$ cat src/rtl/decode_stage_p_if.sv
// ID/EX pipeline-register bundle between the decode stage (master) and EX (slave).
interface decode_stage_p_if #(
    parameter int XLEN = 32
);
    logic            idex_valid;
    logic [3:0]      idex_ex;
    logic [2:0]      idex_m;
    logic [1:0]      idex_wb;
    logic [4:0]      idex_rs;
    logic [4:0]      idex_rt;
    logic [4:0]      idex_rd;
    logic [XLEN-1:0] idex_imm;
    logic [XLEN-1:0] idex_d1;
    logic [XLEN-1:0] idex_d2;
    logic [XLEN-1:0] idex_pc4;

    modport master (
        output idex_valid, idex_ex, idex_m, idex_wb, idex_rs, idex_rt, idex_rd,
               idex_imm, idex_d1, idex_d2, idex_pc4
    );
    modport slave (
        input  idex_valid, idex_ex, idex_m, idex_wb, idex_rs, idex_rt, idex_rd,
               idex_imm, idex_d1, idex_d2, idex_pc4
    );
endinterface

$ cat src/rtl/decode_stage_p.sv
// Instruction decode: register file, control decoder, ID-resolved beq/bne with
// EX/MEM forwarding, load-use / branch-operand hazard stalls, ID/EX register.
module decode_stage_p #(
    parameter int XLEN  = 32,
    parameter int NREG  = 32,
    parameter int CNT_W = 16
) (
    input  logic             clk,
    input  logic             rst,
    input  logic             in_valid,
    input  logic [31:0]      instr,
    input  logic [XLEN-1:0]  pc_plus4,
    input  logic             wb_we,
    input  logic [4:0]       wb_addr,
    input  logic [XLEN-1:0]  wb_data,
    input  logic             ex_memread,
    input  logic             ex_regwrite,
    input  logic [4:0]       ex_dst,
    input  logic             mem_memread,
    input  logic             mem_regwrite,
    input  logic [4:0]       mem_dst,
    input  logic [XLEN-1:0]  mem_alu,
    output logic             pc_write,
    output logic             ifid_write,
    output logic             ifid_flush,
    output logic             pc_src,
    output logic [XLEN-1:0]  branch_target,
    output logic             illegal_op,
    output logic [CNT_W-1:0] stall_cnt,
    output logic [CNT_W-1:0] flush_cnt,
    decode_stage_p_if.master idex
);
    localparam int AW = $clog2(NREG);

    typedef struct packed {
        logic [3:0] ex;
        logic [2:0] m;
        logic [1:0] wb;
    } ctrl_t;

    logic [5:0]      op;
    logic [4:0]      rs, rt, rd;
    logic [XLEN-1:0] imm;
    ctrl_t           ctrl;
    logic            illegal_dec, uses_rt, is_branch, is_beq;

    assign op  = instr[31:26];
    assign rs  = instr[25:21];
    assign rt  = instr[20:16];
    assign rd  = instr[15:11];
    assign imm = {{(XLEN-16){instr[15]}}, instr[15:0]};

    always_comb begin
        ctrl        = '0;
        illegal_dec = 1'b0;
        uses_rt     = 1'b0;
        case (op)
            6'h00:        begin ctrl = '{4'b1100, 3'b000, 2'b10}; uses_rt = 1'b1; end
            6'h23:        ctrl = '{4'b0001, 3'b010, 2'b11};
            6'h2B:        begin ctrl = '{4'b0001, 3'b001, 2'b00}; uses_rt = 1'b1; end
            6'h08:        ctrl = '{4'b0001, 3'b000, 2'b10};
            6'h04, 6'h05: begin ctrl = '{4'b0010, 3'b100, 2'b00}; uses_rt = 1'b1; end
            default:      illegal_dec = 1'b1;
        endcase
    end

    assign is_branch = ctrl.m[2];
    assign is_beq    = (op == 6'h04);

    // Register file with write-through so a same-cycle write-back is visible.
    logic [XLEN-1:0] rf [NREG];
    logic [AW-1:0]   ra1, ra2, wa;
    logic [XLEN-1:0] rd1, rd2;

    assign ra1 = AW'(rs);
    assign ra2 = AW'(rt);
    assign wa  = AW'(wb_addr);

    always_ff @(posedge clk or negedge rst) begin
        if (!rst) begin
            for (int i = 0; i < NREG; i++) rf[i] <= '0;
        end else if (wb_we && wa != '0) begin
            rf[wa] <= wb_data;
        end
    end

    always_comb begin
        rd1 = rf[ra1];
        rd2 = rf[ra2];
        if (ra1 == '0)                rd1 = '0;
        else if (wb_we && wa == ra1)  rd1 = wb_data;
        if (ra2 == '0)                rd2 = '0;
        else if (wb_we && wa == ra2)  rd2 = wb_data;
    end

    logic ex_rs, ex_rt, mem_rs, mem_rt;
    logic load_use, br_alu, br_load, stall, taken, eq;
    logic [XLEN-1:0] cmp_a, cmp_b;

    assign ex_rs  = (rs != 5'd0) && (ex_dst == rs);
    assign ex_rt  = (rt != 5'd0) && (ex_dst == rt);
    assign mem_rs = (rs != 5'd0) && (mem_dst == rs);
    assign mem_rt = (rt != 5'd0) && (mem_dst == rt);

    assign load_use = ex_memread && (ex_rs || (uses_rt && ex_rt));
    assign br_alu   = is_branch && ex_regwrite && (ex_rs || ex_rt);
    assign br_load  = is_branch && mem_memread && (mem_rs || mem_rt);
    assign stall    = in_valid && (load_use || br_alu || br_load);

    // Only an ALU result in EX/MEM can be forwarded; a load there stalls instead.
    assign cmp_a = (mem_regwrite && !mem_memread && mem_rs) ? mem_alu : rd1;
    assign cmp_b = (mem_regwrite && !mem_memread && mem_rt) ? mem_alu : rd2;
    assign eq    = (cmp_a == cmp_b);
    assign taken = in_valid && is_branch && !stall && (is_beq ? eq : !eq);

    assign pc_write      = !stall;
    assign ifid_write    = !stall;
    assign pc_src        = taken;
    assign ifid_flush    = taken;
    assign branch_target = pc_plus4 + (imm << 2);

    logic issue;
    assign issue = in_valid && !stall && !illegal_dec;

    always_ff @(posedge clk or negedge rst) begin
        if (!rst) begin
            idex.idex_valid <= 1'b0;
            idex.idex_ex    <= '0;
            idex.idex_m     <= '0;
            idex.idex_wb    <= '0;
            idex.idex_rs    <= '0;
            idex.idex_rt    <= '0;
            idex.idex_rd    <= '0;
            idex.idex_imm   <= '0;
            idex.idex_d1    <= '0;
            idex.idex_d2    <= '0;
            idex.idex_pc4   <= '0;
            illegal_op      <= 1'b0;
            stall_cnt       <= '0;
            flush_cnt       <= '0;
        end else begin
            idex.idex_valid <= issue;
            idex.idex_ex    <= issue ? ctrl.ex : 4'b0;
            idex.idex_m     <= issue ? ctrl.m  : 3'b0;
            idex.idex_wb    <= issue ? ctrl.wb : 2'b0;
            idex.idex_rs    <= rs;
            idex.idex_rt    <= rt;
            idex.idex_rd    <= rd;
            idex.idex_imm   <= imm;
            idex.idex_d1    <= rd1;
            idex.idex_d2    <= rd2;
            idex.idex_pc4   <= pc_plus4;
            if (in_valid && illegal_dec) illegal_op <= 1'b1;
            if (stall && stall_cnt != '1) stall_cnt <= stall_cnt + CNT_W'(1);
            if (taken && flush_cnt != '1) flush_cnt <= flush_cnt + CNT_W'(1);
        end
    end
endmodule

$ cat src/flat_wrapper.sv
// flat-port wrapper written by rule: the top's interface ports become plain ports
module decode_stage_p_flat 
#(
    parameter int XLEN  = 32,
    parameter int NREG  = 32,
    parameter int CNT_W = 16
)
  (clk, rst, in_valid, instr, pc_plus4, wb_we, wb_addr, wb_data, ex_memread, ex_regwrite, ex_dst, mem_memread, mem_regwrite, mem_dst, mem_alu, pc_write, ifid_write, ifid_flush, pc_src, branch_target, illegal_op, stall_cnt, flush_cnt, idex_idex_valid, idex_idex_ex, idex_idex_m, idex_idex_wb, idex_idex_rs, idex_idex_rt, idex_idex_rd, idex_idex_imm, idex_idex_d1, idex_idex_d2, idex_idex_pc4);
  decode_stage_p_if #(.XLEN(XLEN)) idex_i ();
  input  logic clk;
  input  logic rst;
  input  logic in_valid;
  input  logic [31:0] instr;
  input  logic [XLEN-1:0] pc_plus4;
  input  logic wb_we;
  input  logic [4:0] wb_addr;
  input  logic [XLEN-1:0] wb_data;
  input  logic ex_memread;
  input  logic ex_regwrite;
  input  logic [4:0] ex_dst;
  input  logic mem_memread;
  input  logic mem_regwrite;
  input  logic [4:0] mem_dst;
  input  logic [XLEN-1:0] mem_alu;
  output logic pc_write;
  output logic ifid_write;
  output logic ifid_flush;
  output logic pc_src;
  output logic [XLEN-1:0] branch_target;
  output logic illegal_op;
  output logic [CNT_W-1:0] stall_cnt;
  output logic [CNT_W-1:0] flush_cnt;
  output wire logic [$bits(idex_i.idex_valid)-1:0] idex_idex_valid;
  output wire logic [$bits(idex_i.idex_ex)-1:0] idex_idex_ex;
  output wire logic [$bits(idex_i.idex_m)-1:0] idex_idex_m;
  output wire logic [$bits(idex_i.idex_wb)-1:0] idex_idex_wb;
  output wire logic [$bits(idex_i.idex_rs)-1:0] idex_idex_rs;
  output wire logic [$bits(idex_i.idex_rt)-1:0] idex_idex_rt;
  output wire logic [$bits(idex_i.idex_rd)-1:0] idex_idex_rd;
  output wire logic [$bits(idex_i.idex_imm)-1:0] idex_idex_imm;
  output wire logic [$bits(idex_i.idex_d1)-1:0] idex_idex_d1;
  output wire logic [$bits(idex_i.idex_d2)-1:0] idex_idex_d2;
  output wire logic [$bits(idex_i.idex_pc4)-1:0] idex_idex_pc4;
  assign idex_idex_valid = idex_i.idex_valid;
  assign idex_idex_ex = idex_i.idex_ex;
  assign idex_idex_m = idex_i.idex_m;
  assign idex_idex_wb = idex_i.idex_wb;
  assign idex_idex_rs = idex_i.idex_rs;
  assign idex_idex_rt = idex_i.idex_rt;
  assign idex_idex_rd = idex_i.idex_rd;
  assign idex_idex_imm = idex_i.idex_imm;
  assign idex_idex_d1 = idex_i.idex_d1;
  assign idex_idex_d2 = idex_i.idex_d2;
  assign idex_idex_pc4 = idex_i.idex_pc4;
  decode_stage_p #(.XLEN(XLEN), .NREG(NREG), .CNT_W(CNT_W)) u_core (.clk(clk), .rst(rst), .in_valid(in_valid), .instr(instr), .pc_plus4(pc_plus4), .wb_we(wb_we), .wb_addr(wb_addr), .wb_data(wb_data), .ex_memread(ex_memread), .ex_regwrite(ex_regwrite), .ex_dst(ex_dst), .mem_memread(mem_memread), .mem_regwrite(mem_regwrite), .mem_dst(mem_dst), .mem_alu(mem_alu), .pc_write(pc_write), .ifid_write(ifid_write), .ifid_flush(ifid_flush), .pc_src(pc_src), .branch_target(branch_target), .illegal_op(illegal_op), .stall_cnt(stall_cnt), .flush_cnt(flush_cnt), .idex(idex_i));
endmodule
$ cat config.mk
export PLATFORM = sky130hd
export DESIGN_NAME = decode_stage_p_flat
export DESIGN_NICKNAME = d
export VERILOG_FILES = /design/src/rtl/decode_stage_p_if.sv /design/src/rtl/decode_stage_p.sv /design/src/flat_wrapper.sv
export SDC_FILE = /design/constraint.sdc
export NUM_CORES = 2
export LEC_CHECK = 0
export CAP_MARGIN = 15
export CELL_PAD_IN_SITES_DETAIL_PLACEMENT = 1
export CELL_PAD_IN_SITES_GLOBAL_PLACEMENT = 1
export CORE_ASPECT_RATIO = 1.75
export CORE_MARGIN = 2
export CORE_UTILIZATION = 26
export CTS_BUF_LIST = sky130_fd_sc_hd__clkbuf_16
export CTS_CLUSTER_SIZE = 25
export DETAILED_ROUTE_END_ITERATION = 10
export PLACE_DENSITY_LB_ADDON = 0.3
export SLEW_MARGIN = 0
export SYNTH_ARGS = -nofsm -noshare
export SYNTH_HDL_FRONTEND = slang
export SYNTH_SLANG_ARGS = --single-unit
$ cat constraint.sdc
create_clock -name clk -period 6.1 [get_ports clk]
set_input_delay 0.915 -clock clk [delete_from_list [all_inputs] [get_ports clk]]
set_output_delay 0.915 -clock clk [all_outputs]
set_load 0.02 [all_outputs]
==> metrics.cfg <==
[outcome]
run_status = completed

[die]
die_y_microns = 658
floorplan.initialDensity_pct = 26.1
floorplan.rows = 240
die-area_sq_um = 249000
floorplan.core_area_sq_um = 244000
die_w_microns = 378
count_of_pins_on_the_block_boundary = 373

[layout]
area_taken_by_multi_input_logic_gates_sq_um = 31900
final_util_pct = 33.4
final_nets = 5735
synthToLayoutAreaGrowth_pct = 28.1
fillers = 25700
layout.area.seq_sq_um = 29700
ratio_of_cells_with_drive_above_1_in_the_final_layout_pct = 44.9

[timing]
max-slew-margin-rel_pct = 18.7
finalSetupViolCount = 0
final.min_clock_period_ns = 6.09
worst_pin_slew_ns = 1.22
report.final.slew_viol_count = 0
finClkSkew_ns = 0.0533
fmaxAchievable_ghz = 0.164
hold_slack_ns = 0.0665
report.final.hold_viol_count = 0
final_cycle_share_pct = 99.9

[clocking]
cts.path.max_buffers = 4
clock_tree.htree_level_count = 4
clockRootBuffer = sky130_fd_sc_hd__clkbuf_16
clock_pin_slew_reported_for_the_worst_setup_and_hold_paths_after_clock_tree_synthesis_ns = 0.05
cts_tree = built
cts-buffers-inserted = 138
insertion_delay_ns = 0.85
cts_hold_buffers = 0
numClockSinks = 1186

[global_route]
grt_overflow = 0
via_count_of_the_first_global_routing_pass = 51900
first_pass_grt_wire_length_mm = 413
groute.usage.overall_pct = 23.6
grt_max_degree = 161
number_of_antenna_violations_at_the_first_check_in_global_routing = 21

[pwr]
net-switching-power_mw = 7.80
power_density_nw_per_um2 = 309
comb_power_share_pct = 25.7
total_power_mw = 25.2
seq_power_share_pct = 41.1
clockPowerShare_pct = 33.2
vdd_ir_drop_max_uv = 212
netSwitchingFraction_pct = 31.0
p_leak_nw = 35.5
power_report.internal_total_mw = 17.4

[logic_synthesis]
synthSimpleGateAreaFrac_pct = 4.78
synth_area_sq_um = 63600
synth_async_reset_ratio_pct = 100
postSynthNetCount = 4870
post_synth_edffs = 0
synth-compound-area-share_pct = 5.93
synthFlopType = sky130_fd_sc_hd__dfrtp_1
synth-seq-cells = 1186
syn-instance-count = 4687
synth_top_family_by_area = multiplexers
synth-warning-count = 0
synth.avg_cell_area_sq_um = 13.6
synth_adder_area_share_pct = 0.642
synth.yosys.seq_area_share_pct = 46.7
post_synth_num_cell_types = 88
fraction_of_synthesized_area_in_multiplexers_pct = 36.5
synth_xor_xnor_area_share_pct = 1.58

[worst_setup_path]
worst_setup_path_start_kind = input pin
worstPathBufferInverterCount = 6
critical_path.cell_chain = buf_8 -> buf_8 -> buf_16 -> mux4_2 -> mux4_2 -> nand2_1 -> nand3_1 -> a221oi_1 -> buf_4 -> xnor2_1 -> nor3_2 -> o2111ai_2 -> nor4_4 -> nand4_1 -> nor2_2 -> buf_6 -> xnor2_1 -> nor2b_1 -> buf_4
crit_path_cell_count = 19
reg2regPathDepth = 18
crit_fanout = 13
cp.arrival_ns = 5.18
critPathKind = in -> out
r2r-start = u_core.rf[531]
worst_ep_required_time_ns = 5.18
reg2reg_slack_ns = 1.38
end_kind = output pin
crit-reg2reg-capture = u_core.flush_cnt[14]
cp_slowest_cell = sky130_fd_sc_hd__mux4_2
cpLargestDelayFamily = simple AND/OR/NAND/NOR gates
crit_path_start = instr[22]
timing.critical_path.slowest_cell_delay_ns = 0.50

[min_path]
worst_hold_path_type = in -> async

[place]
weighted_congestion_reported_at_the_end_of_routability_driven_placement = 0.916
dp_hpwl_mm = 212
buffer_ports.inserted = 372

[detailed_routing]
drt_wl_total_mm = 297
detail_route.first_pass.iterations = 5
post-route-drc-count = 0
drt_iter0_markers = 3752
antenna_viol_nets_final = 0
wire_per_inst_microns = 33.2
detailroute.via_count = 47700
avgViaCountPerCell = 5.34

[run]
cap_viol_max_count = 0

-- metrics by stage --
stage               TNS, ns  setup WS [ns]  cells  instance area (sq um)
floorplan                 0          0.426   4687                  63600
global placement      -3.54         -0.770   8659                  76500
detailed placement    -3.28         -0.863   8659                  76500
CTS                       0         0.0228   8907                  81100
global route         -0.149        -0.0752   8919                  81400
finish                    0        0.00767   8929                  81400
-- routing by layer --
metal  track usage [%]  up-vias  wire, microns
met5                 0        -             93
met3              4.11      738          16700
met1              26.8    25700         111000
li1                  -    19400              -
met2              40.0     1821         145000
met4              16.1       14          24000
-- sequential cells by signal, summed over array words and instances, names as in the netlist --
| register | cells |
|---|---|
| u_core.flush_cnt | 16 |
| u_core.idex.idex_valid | 1 |
| u_core.idex.idex_d2 | 32 |
| u_core.stall_cnt | 16 |
| u_core.idex.idex_imm | 12 |
| u_core.idex.idex_rt | 5 |
| u_core.idex.idex_rd | 4 |
| u_core.idex.idex_wb | 1 |
| u_core.illegal_op | 1 |
| u_core.idex.idex_d1 | 32 |
| u_core.idex.idex_ex | 3 |
| u_core.idex.idex_rs | 5 |
| u_core.idex.idex_pc4 | 32 |
| u_core.rf | 1024 |
| u_core.idex.idex_m | 2 |
-- cells in the mapped netlist (6+ instances only) --
master	number	area, sq um
sky130_fd_sc_hd__mux2i_1	235	2350
sky130_fd_sc_hd__o2111ai_1	7	61.3
sky130_fd_sc_hd__a21o_1	17	128
sky130_fd_sc_hd__inv_1	37	139
sky130_fd_sc_hd__o22ai_1	52	325
sky130_fd_sc_hd__xnor2_1	84	736
sky130_fd_sc_hd__nand2b_1	14	87.6
sky130_fd_sc_hd__clkbuf_1	290	1090
sky130_fd_sc_hd__xor2_1	31	272
sky130_fd_sc_hd__nor2_1	140	526
sky130_fd_sc_hd__nor2b_1	30	188
sky130_fd_sc_hd__a22oi_1	99	743
sky130_fd_sc_hd__nor4_1	11	68.8
sky130_fd_sc_hd__a31oi_1	8	50.1
sky130_fd_sc_hd__nor3_1	47	235
sky130_fd_sc_hd__a21oi_1	94	470
sky130_fd_sc_hd__and2_1	18	113
sky130_fd_sc_hd__nand3b_1	7	52.6
sky130_fd_sc_hd__buf_1	19	71.3
sky130_fd_sc_hd__nand2_1	213	800
sky130_fd_sc_hd__buf_6	13	146
sky130_fd_sc_hd__mux4_2	445	10000
sky130_fd_sc_hd__a22o_1	14	123
sky130_fd_sc_hd__a211o_1	8	70.1
sky130_fd_sc_hd__o21a_1	11	82.6
sky130_fd_sc_hd__ha_1	31	388
sky130_fd_sc_hd__o211ai_1	18	135
sky130_fd_sc_hd__o21ai_0	128	641
sky130_fd_sc_hd__or4_1	6	45.0
sky130_fd_sc_hd__a2bb2oi_1	10	87.6
sky130_fd_sc_hd__nand3_1	67	335
sky130_fd_sc_hd__buf_2	82	410
sky130_fd_sc_hd__dfrtp_1	1186	29700
sky130_fd_sc_hd__a221oi_1	9	78.8
sky130_fd_sc_hd__nor3b_1	10	75.1
sky130_fd_sc_hd__a211oi_1	20	150
sky130_fd_sc_hd__mux2_2	959	10800
sky130_fd_sc_hd__or3_1	12	75.1
sky130_fd_sc_hd__nand4_1	23	144
sky130_fd_sc_hd__buf_4	67	503
sky130_fd_sc_hd__and3_1	20	125
sky130_fd_sc_hd__or2_2	6	37.5
-- power groups by stage --
| stage | clock [mW] | combinational, mW | sequential [mW] |
|---|---|---|---|
| finish | 8.35 | 6.47 | 10.3 |
| detailed placement | 0 | 6.39 | 10.4 |
| global route | 8.83 | 6.80 | 10.5 |
| floorplan | 0 | 3.56 | 10.2 |
| CTS | 8.59 | 6.45 | 10.3 |
| global placement | 0 | 6.27 | 10.3 |
-- how the worst max path moves through the flow --
stage            endpoint  slack [ns]
5_1_grt            pc_src       -0.08
2_1_floorplan      pc_src        0.43
3_3_place_gp       pc_src       -0.77
6_report       ifid_flush       0.008
3_5_place_dp   ifid_flush       -0.86
4_1_cts        ifid_flush        0.02
-- kinds of logic (layout without fill, tap and decap cells) --
| family | Yosys count | in the layout |
|---|---|---|
| simple gates | 639 | 639 |
| fa+ha+maj | 32 | 32 |
| mux | 1641 | 1641 |
| flops | 1186 | 1186 |
| other cells | 0 | 13 |
| compound gates | 561 | 561 |
| buf+inv | 513 | 1475 |
| xor+xnor | 115 | 115 |
-- area by class of cell --
class | instances | area share, %
Clock inverter | 96 | 0.937
Tap cell | 3267 | 5.02
Timing Repair Buffer | 1199 | 13.8
Antenna cell | 13 | 0.0400
Inverter | 39 | 0.180
Sequential cell | 1186 | 36.4
Multi-Input combinational cell | 2988 | 39.2
Clock buffer | 141 | 4.33
-- timing repair --
item	4_1_cts	5_1_grt
buffers inserted	11	8
pin swaps	7	13
resized for setup	48	54
setup endpoints to repair	7	11
cloned	1	1
-- layout by cell type, fill, tap and decap left out, types with 11 or more instances in the layout --
cell type                         Yosys  final
sky130_fd_sc_hd__o21ai_0            128    117
sky130_fd_sc_hd__o22ai_1             52     50
sky130_fd_sc_hd__a21o_1              17     17
sky130_fd_sc_hd__xor2_1              31     31
sky130_fd_sc_hd__inv_1               37     65
sky130_fd_sc_hd__clkinv_1             1     26
sky130_fd_sc_hd__buf_4               67    725
sky130_fd_sc_hd__nand2_4              0     13
sky130_fd_sc_hd__mux2i_1            235    232
sky130_fd_sc_hd__xnor2_1             84     83
sky130_fd_sc_hd__clkdlybuf4s50_1      0    352
sky130_fd_sc_hd__bufinv_16            0     11
sky130_fd_sc_hd__nor3_1              47     42
sky130_fd_sc_hd__clkbuf_16            0    142
sky130_fd_sc_hd__nand2b_1            14     14
sky130_fd_sc_hd__nor2_4               0     17
sky130_fd_sc_hd__o211ai_1            18     18
sky130_fd_sc_hd__and3_1              20     20
sky130_fd_sc_hd__nor2_1             140    115
sky130_fd_sc_hd__a211oi_1            20     17
sky130_fd_sc_hd__nand3_1             67     66
sky130_fd_sc_hd__a22o_1              14     14
sky130_fd_sc_hd__diode_2              0     13
sky130_fd_sc_hd__a22oi_1             99     99
sky130_fd_sc_hd__nand4_1             23     23
sky130_fd_sc_hd__and2_1              18     17
sky130_fd_sc_hd__ha_1                31     31
sky130_fd_sc_hd__mux2_2             959    959
sky130_fd_sc_hd__or3_1               12     11
sky130_fd_sc_hd__o21a_1              11     11
sky130_fd_sc_hd__mux4_2             445    445
sky130_fd_sc_hd__nand2_1            213    196
sky130_fd_sc_hd__a21oi_1             94     93
sky130_fd_sc_hd__clkinv_2             0     20
sky130_fd_sc_hd__dfrtp_1           1186   1186
sky130_fd_sc_hd__nor2b_1             30     28
sky130_fd_sc_hd__buf_12               3     90
Power figures use the tool's default switching activity.
